File: src/rtl/tdc_readout.sv
// rtl/tdc_readout.sv - thermometer TDC reader: fire, capture, validate, decode and average shots
module tdc_readout #(
    parameter int LOG2_AVG      = 3,
    parameter int CLR_CYCLES    = 4,
    parameter int SETTLE_CYCLES = 8,
    parameter int TIMEOUT       = 16
) (
    input  logic                  clk,
    input  logic                  rst,
    input  logic [7:0]            term,
    input  logic                  start_req,
    input  logic                  abort,
    output logic                  tdc_clr,
    output logic                  tdc_trig,
    output logic                  busy,
    output logic                  done,
    output logic [4+LOG2_AVG-1:0] sum,
    output logic [3:0]            avg,
    output logic                  bubble_err,
    output logic                  unstable,
    output logic [7:0]            last_code
);

    localparam int         SW        = 4 + LOG2_AVG;
    localparam int         CW        = 16;
    localparam logic [6:0] LAST_SHOT = 7'((1 << LOG2_AVG) - 1);

    typedef enum logic [2:0] {
        S_IDLE, S_CLEAR, S_TRIG, S_SETTLE, S_CAPTURE, S_ACCUM, S_DONE
    } state_t;

    state_t        state_q, state_d;
    logic [7:0]    s1_q, s1_d, s2_q, s2_d, s3_q, s3_d;
    logic [CW-1:0] cnt_q, cnt_d;
    logic [6:0]    shot_q, shot_d;
    logic [SW-1:0] acc_q, acc_d;
    logic          bub_flag_q, bub_flag_d;
    logic          unst_flag_q, unst_flag_d;
    logic [7:0]    last_code_q, last_code_d;
    logic [SW-1:0] sum_q, sum_d;
    logic [3:0]    avg_q, avg_d;
    logic          bubble_err_q, bubble_err_d;
    logic          unstable_q, unstable_d;
    logic          tdc_clr_q, tdc_clr_d;
    logic          tdc_trig_q, tdc_trig_d;
    logic          busy_q, busy_d;
    logic          done_q, done_d;

    logic [3:0]    pop;
    logic          thermo_ok;

    // Decode the captured code: tap count and contiguous-ones check
    always_comb begin
        pop = '0;
        for (int i = 0; i < 8; i++) begin
            pop = pop + {3'b000, last_code_q[i]};
        end
        thermo_ok = ((last_code_q & (last_code_q + 8'd1)) == 8'd0);
    end

    // Next-state logic for the burst sequencer, synchroniser and result registers
    always_comb begin
        state_d      = state_q;
        s1_d         = term;
        s2_d         = s1_q;
        s3_d         = s2_q;
        cnt_d        = cnt_q;
        shot_d       = shot_q;
        acc_d        = acc_q;
        bub_flag_d   = bub_flag_q;
        unst_flag_d  = unst_flag_q;
        last_code_d  = last_code_q;
        sum_d        = sum_q;
        avg_d        = avg_q;
        bubble_err_d = bubble_err_q;
        unstable_d   = unstable_q;

        case (state_q)
            S_IDLE: begin
                if (start_req && !abort) begin
                    acc_d       = '0;
                    shot_d      = '0;
                    bub_flag_d  = 1'b0;
                    unst_flag_d = 1'b0;
                    cnt_d       = '0;
                    state_d     = S_CLEAR;
                end
            end
            S_CLEAR: begin
                if (cnt_q == CW'(CLR_CYCLES - 1)) begin
                    cnt_d   = '0;
                    state_d = S_TRIG;
                end else begin
                    cnt_d = cnt_q + 16'd1;
                end
            end
            S_TRIG: begin
                cnt_d   = '0;
                state_d = S_SETTLE;
            end
            S_SETTLE: begin
                if (cnt_q == CW'(SETTLE_CYCLES - 1)) begin
                    cnt_d   = '0;
                    state_d = S_CAPTURE;
                end else begin
                    cnt_d = cnt_q + 16'd1;
                end
            end
            S_CAPTURE: begin
                if (s2_q == s3_q) begin
                    last_code_d = s2_q;
                    cnt_d       = '0;
                    state_d     = S_ACCUM;
                end else if (cnt_q == CW'(TIMEOUT - 1)) begin
                    // Code never settled: take it anyway and flag the burst
                    last_code_d = s2_q;
                    unst_flag_d = 1'b1;
                    cnt_d       = '0;
                    state_d     = S_ACCUM;
                end else begin
                    cnt_d = cnt_q + 16'd1;
                end
            end
            S_ACCUM: begin
                acc_d = acc_q + SW'(pop);
                if (!thermo_ok) begin
                    bub_flag_d = 1'b1;
                end
                if (shot_q == LAST_SHOT) begin
                    state_d = S_DONE;
                end else begin
                    shot_d  = shot_q + 7'd1;
                    state_d = S_CLEAR;
                end
            end
            S_DONE: begin
                sum_d        = acc_q;
                avg_d        = 4'(acc_q >> LOG2_AVG);
                bubble_err_d = bub_flag_q;
                unstable_d   = unst_flag_q;
                state_d      = S_IDLE;
            end
            default: state_d = S_IDLE;
        endcase

        // Abort beats every transition and leaves published results untouched
        if (abort && state_q != S_IDLE) begin
            state_d      = S_IDLE;
            cnt_d        = '0;
            sum_d        = sum_q;
            avg_d        = avg_q;
            bubble_err_d = bubble_err_q;
            unstable_d   = unstable_q;
        end
    end

    // Registered outputs follow the state being entered so they line up with it
    always_comb begin
        tdc_clr_d  = (state_d == S_CLEAR);
        tdc_trig_d = (state_d == S_TRIG);
        busy_d     = (state_d != S_IDLE);
        done_d     = (state_q == S_DONE) && !abort;
    end

    // State and datapath registers with asynchronous clear
    always_ff @(posedge clk or posedge rst) begin
        if (rst) begin
            state_q      <= S_IDLE;
            s1_q         <= '0;
            s2_q         <= '0;
            s3_q         <= '0;
            cnt_q        <= '0;
            shot_q       <= '0;
            acc_q        <= '0;
            bub_flag_q   <= 1'b0;
            unst_flag_q  <= 1'b0;
            last_code_q  <= '0;
            sum_q        <= '0;
            avg_q        <= '0;
            bubble_err_q <= 1'b0;
            unstable_q   <= 1'b0;
            tdc_clr_q    <= 1'b0;
            tdc_trig_q   <= 1'b0;
            busy_q       <= 1'b0;
            done_q       <= 1'b0;
        end else begin
            state_q      <= state_d;
            s1_q         <= s1_d;
            s2_q         <= s2_d;
            s3_q         <= s3_d;
            cnt_q        <= cnt_d;
            shot_q       <= shot_d;
            acc_q        <= acc_d;
            bub_flag_q   <= bub_flag_d;
            unst_flag_q  <= unst_flag_d;
            last_code_q  <= last_code_d;
            sum_q        <= sum_d;
            avg_q        <= avg_d;
            bubble_err_q <= bubble_err_d;
            unstable_q   <= unstable_d;
            tdc_clr_q    <= tdc_clr_d;
            tdc_trig_q   <= tdc_trig_d;
            busy_q       <= busy_d;
            done_q       <= done_d;
        end
    end

    assign tdc_clr    = tdc_clr_q;
    assign tdc_trig   = tdc_trig_q;
    assign busy       = busy_q;
    assign done       = done_q;
    assign sum        = sum_q;
    assign avg        = avg_q;
    assign bubble_err = bubble_err_q;
    assign unstable   = unstable_q;
    assign last_code  = last_code_q;

endmodule

File: config.mk
export PLATFORM = sky130hd
export DESIGN_NAME = tdc_readout
export DESIGN_NICKNAME = d
export VERILOG_FILES = /design/src/rtl/tdc_readout.sv
export SDC_FILE = /design/constraint.sdc
export NUM_CORES = 1
export LEC_CHECK = 0
export ABC_CLOCK_PERIOD_IN_PS = 4250
export CAP_MARGIN = 10
export CORE_UTILIZATION = 56
export DETAILED_ROUTE_END_ITERATION = 8
export PLACE_DENSITY = 0.79
export SLEW_MARGIN = 10
export SYNTH_ARGS = -nofsm -noshare
export SYNTH_HDL_FRONTEND = slang
export SYNTH_SLANG_ARGS = --single-unit
File: constraint.sdc
create_clock -name clk -period 4.25 [get_ports clk]
set_input_delay 1.275 -clock clk [delete_from_list [all_inputs] [get_ports clk]]
set_output_delay 1.275 -clock clk [all_outputs]
set_load 0.01 [all_outputs]
# [Yosys cells after proc, flatten, opt, wreduce, memory -nomap -nowiden]
# Index checks and enable logic that the tools add are counted.
[word_totals] register_bits=84 wordCells=96 in_bits=12
[op_classes] bitwise=2 n_eq_ne=19 addsub=11 reduce_logical=19 n_mux=27
[op_table] cell="$mux 16" n=6
[op_table] cell="$pmux 16 s5" n=1
[op_table] cell="$pmux 7 s2" n=2
[op_table] cell="$mux 3" n=7
[op_table] cell="$pmux 3 s6" n=1
[op_table] cell="$add 16x1->16 const B" n=1
[op_table] cell="$add 4x1->4" n=4
[op_table] cell="$eq 16x2->1 const B" n=1
[op_table] cell="$eq 16x3->1 const B" n=1
[op_table] cell="$eq 16x4->1 const B" n=1
[op_table] cell="$mux 8" n=2
[op_table] cell="$mux 7" n=2
[op_table] cell="$ne 2x2->1 const B" n=5
[op_table] cell="$eq 3x2->1 const B" n=3
[op_table] cell="$eq 3x3->1 const B" n=3
[op_table] cell="$add 8x1->8 const B" n=1
[op_table] cell="$and 8x8->8" n=1
[op_table] cell="$eq 8x8->1" n=1
[op_table] cell="$logic_not 8->1" n=1
[op_table] cell="$reduce_and 2->1" n=4
[op_table] cell="$add 7x1->7 const B" n=1
[op_table] cell="$add 7x4->7" n=1
[op_table] cell="$eq 7x3->1 const B" n=1
[op_table] cell="$eq 3x1->1 const B" n=2
[op_table] cell="other kinds (15)" n=25

# [Logic depth before layout (Yosys ltp)]
[logic_depth] ltp_word=9 mapped_depth=11

# [Worst setup path before layout]
# Ideal clock, no wire load.
[synth_timing] path_kind="register to register" start="register last_code_q[0], in the netlist last_code[0]" end="register acc_q[6]" stages_incl_launch_ff=12 arrival_ps=3177 setup_time_ps=95 required_ps=4155 slack_ps=978 path_buffers=0 period_less_slack_ps=3272 path_cell_list="dfrtp_1 -> fa_1 -> inv_1 -> fa_1 -> fa_1 -> fa_1 -> inv_1 -> fa_1 -> a21o_1 -> a21oi_1 -> o211ai_1 -> o31ai_1"
[synth_between] elab_chain_cells=9
[synth_lines] element="start: declaration" line="39" rtl="logic [7:0] last_code_q, last_code_d;"
[synth_lines] element="start signal: assignment" line="196" rtl="last_code_q <= last_code_d;"
[synth_lines] element="$add 1x1->2" line="56" rtl="pop = pop + {3'b000, last_code_q[i]};"
[synth_lines] element="$add 2x1->3" line="56"
[synth_lines] element="$add 3x1->4" line="56"
[synth_lines] element="$add 4x1->4 (4 in series)" line="56"
[synth_lines] element="$add 7x4->7" line="125" rtl="acc_d = acc_q + SW'(pop);"
[synth_lines] element="$pmux 7 s2" line="78" rtl="case (state_q)"
[synth_lines] element="end signal: assignment" line="174" rtl="acc_q <= '0;"
[synth_lines] element="end signal: assignment" line="193" rtl="acc_q <= acc_d;"
[synth_lines] element="end: declaration" line="36" rtl="logic [SW-1:0] acc_q, acc_d;"
# No other way between the ends.
# A chain may end at the register's enable or synchronous reset.

# [Worst setup path in the final report]
[layout_timing] start="register last_code_q[0], in the netlist last_code[0]" end="register acc_q[4]"
# The elaborated chain is that of the path after synthesis.

==> metrics.csv <==
stage,metric,value,unit
synthesis,netlist.area_leader.share,54.7,%
clock_network,cts_tree,built,
synthesis,synthArstFlopShare,100,%
synthesis,synthTopCellsByArea,"dfrtp_1 55%, xor2_1 4.3%, ha_1 3.4%",
sta,drv_slew,0,
sta,setup_viol,0,
finish,nNetsFinal,386,
clock_network,clock_path_buffers,2,
finish,diodes,0,
drt,vias_per_cell,5.65,
sta,fin_skew,0.00909,ns
finish,syn_to_final_growth,15.7,%
setup_path,arrival,3.74,ns
drt,drcViolationCount,0,
place,gp_congestion,0.847,
floorplanning,dieArea,6870,um^2
global_route,grt_remaining_overflow,0,
drt,drtAntennaViolNets,0,
clock_network,cts_max_level,3,
global_route,grt_pass1_vias,2414,
setup_path,critical_path_class,reg2reg,
setup_path,cp_max_fo,5,
finish,final_layout_size_suffix_gt1_share,10.2,%
synthesis,syn_area_per_cell,11.3,um^2
sta,max_freq,0.287,GHz
synthesis,post-synth-top-count-cell,dfrtp_1,
clock_network,post_cts_buffers,0,
sta,maxSlewHeadroom,44.7,%
setup_path,cp_data_required_time,4.50,ns
drt,firstDrtPassIters,4,
synthesis,synthCells,323,
synthesis,synth_cell_types,53,
synthesis,ys_seq_area_share,54.7,%
clock_network,clk_pin_slew,0.08,ns
drt,vias,2484,
place,hpwl,4680,um
synthesis,synth_ff_type,dfrtp_1,
drt,wirelength,6480,um
synthesis,yosysTopAreaCell,dfrtp_1,
hold_path,hold_depth,0,
floorplanning,dieHeight,82.9,um
global_route,antenna_found_initial,0,
setup_path,rrSetupSlack,0.76,ns
clock_network,clock_latency,0.35,ns
pwr,ir_drop,0.000261,V
synthesis,yosys-top-cells-count,"80 x dfrtp_1, 32 x nor2_1, 21 x nand2_1",
hold_path,min_to,s2_q[7],
synthesis,synth_area,3660,um^2
drt,drt_iter0_drc,195,
sta,tns,0,ns
clock_network,cts_num_sinks,80,
finish,final_area,4240,um^2
floorplanning,core_area,6310,um^2
sta,grt_setup_unrepaired,false,
floorplanning,die_width,82.9,um
setup_path,start_kind,register,
setup_path,worst_r2r_endpoint,acc_q[4],
synthesis,yosys_warnings,0,
pwr,power_density,373,nW/um^2
place,dpl_cell_area,4070,um^2
setup_path,endpoint_kind,register,
setup_path,worstReg2RegStart,last_code[0],
clock_network,cts-resized-gates,0,
sta,worst-slew-pin-transition,0.828,ns
run_status,status,"complete, no violations",
global_route,gr-usage-all-layers,20.3,%
sta,fin_crit,3.49,ns
sta,period_share,82.1,%
drt,wl_per_cell,14.7,um
global_route,grt_pass1_wl,11000,um
hold_path,hold_class,reg2reg,
sta,hold_viol,0,
synthesis,syn-num-nets,350,
global_route,grt_max_degree,42,
floorplanning,core.rowCount,29,
place,portBuffers,36,
hold_path,hp-start,s1_q[7],
setup_path,rr_worst_depth,11,
clock_network,cts_made_buffers,9,
clock_network,ctsHoldBuffers,0,
synthesis,synth-edff-count,0,
run,drv_cap,0,
clock_network,cts-root-buf,clkbuf_8,
floorplanning,start_util,58.0,%
floorplanning,ios,37,
pwr,p_leak,1.94,nW
synthesis,ys_ff_latch,80,
## stage by stage
| stage | total power, mW | utilization (%) | setup WS (ns) | hold WS [ns] | cells |
|---|---|---|---|---|---|
| after floorplan | 1.04 | - | 0.923 | 0.331 | 323 |
| after global placement | 1.10 | 64.4 | 0.847 | 0.331 | 425 |
| after detailed placement | 1.11 | 64.4 | 0.796 | 0.336 | 425 |
| after CTS | 1.60 | 67.1 | 0.743 | 0.355 | 440 |
| after global routing | 1.67 | 67.1 | 0.570 | 0.363 | 440 |
| final | 1.58 | 67.1 | 0.762 | 0.351 | 440 |
## layer usage
| layer | wire (um) | global-route usage (%) |
|---|---|---|
| met5 | 0 | 0 |
| met2 | 3160 | 32.0 |
| met1 | 2980 | 26.1 |
| met4 | 124 | 9.25 |
| met3 | 212 | 5.77 |
## registers in the layout, indices dropped and copies added (netlist names), 3 cells and up
signal / count
cnt_q: 16
last_code: 8
s1_q: 8
s2_q: 8
s3_q: 8
acc_q: 7
shot_q: 7
sum: 7
state_q: 3
## where the power goes
part	leakage, nW	total (mW)	switching [mW]	internal, mW
sequential	1.05	0.850	0.0483	0.802
combinational	0.801	0.246	0.150	0.0952
clock	0.0894	0.484	0.273	0.211
## final cells by class
type	count	area, um^2
fill	463	2080
sequential	80	2000
inverter	15	56.3
multi-input combinational	216	1530
tap	77	96.3
timing repair buffer	37	380
clock buffer	9	124
clock inverter	6	45.0
## cells in the final DEF, fill, tap and decap left out, types with 4 or more instances in the layout
master           synthesis  final
nor3_1                   6      6
nand3_1                 17     17
o21ai_0                  6      6
nor4_1                   5      5
xor2_1                  18     18
dfrtp_1                 80     80
o21ai_1                 12     12
nor2_1                  32     32
inv_1                   13     12
ha_1                    10     10
clkbuf_8                 0      9
xnor2_1                  6      6
or4_4                    4      4
a21oi_1                  7      7
a21o_1                   5      5
nand2_1                 21     21
nand4_1                  6      6
mux2_2                  10     10
and3_1                   4      4
clkdlybuf4s50_1          0     36
fa_1                     5      5
## worst max-delay path by stage
| stage | from | endpoint | slack (ns) | depth (start not counted) |
|---|---|---|---|---|
| CTS | last_code[0] | acc_q[4] | 0.74 | 11 |
| floorplan | rst | acc_q[0] | 0.92 | 1 |
| global placement | last_code[0] | acc_q[6] | 0.85 | 11 |
| finish | last_code[0] | acc_q[4] | 0.76 | 11 |
| detailed placement | last_code[0] | acc_q[6] | 0.80 | 11 |
| global route | last_code[0] | acc_q[6] | 0.57 | 11 |
## cell families after synthesis
group,count (synthesis),synth area share (%)
AND/OR/NAND/NOR,113,16.2
AO/OA/AOI/OAI,51,9.84
multiplexers,13,3.96
adder cells (fa/ha/maj),15,6.15
XOR/XNOR,24,5.74
flip-flops,80,54.7
buffers and inverters,27,3.45
## critical path, stage by stage (launching register included)
cell and delay, ns:
dfrtp_1 0.45, fa_1 0.55, inv_1 0.05, fa_1 0.44
fa_1 0.52, fa_1 0.20, inv_1 0.07, fa_1 0.41
a21o_1 0.19, a21oi_1 0.29, o211ai_1 0.13, o31ai_1 0.10
(Power assumes the default switching activity.)
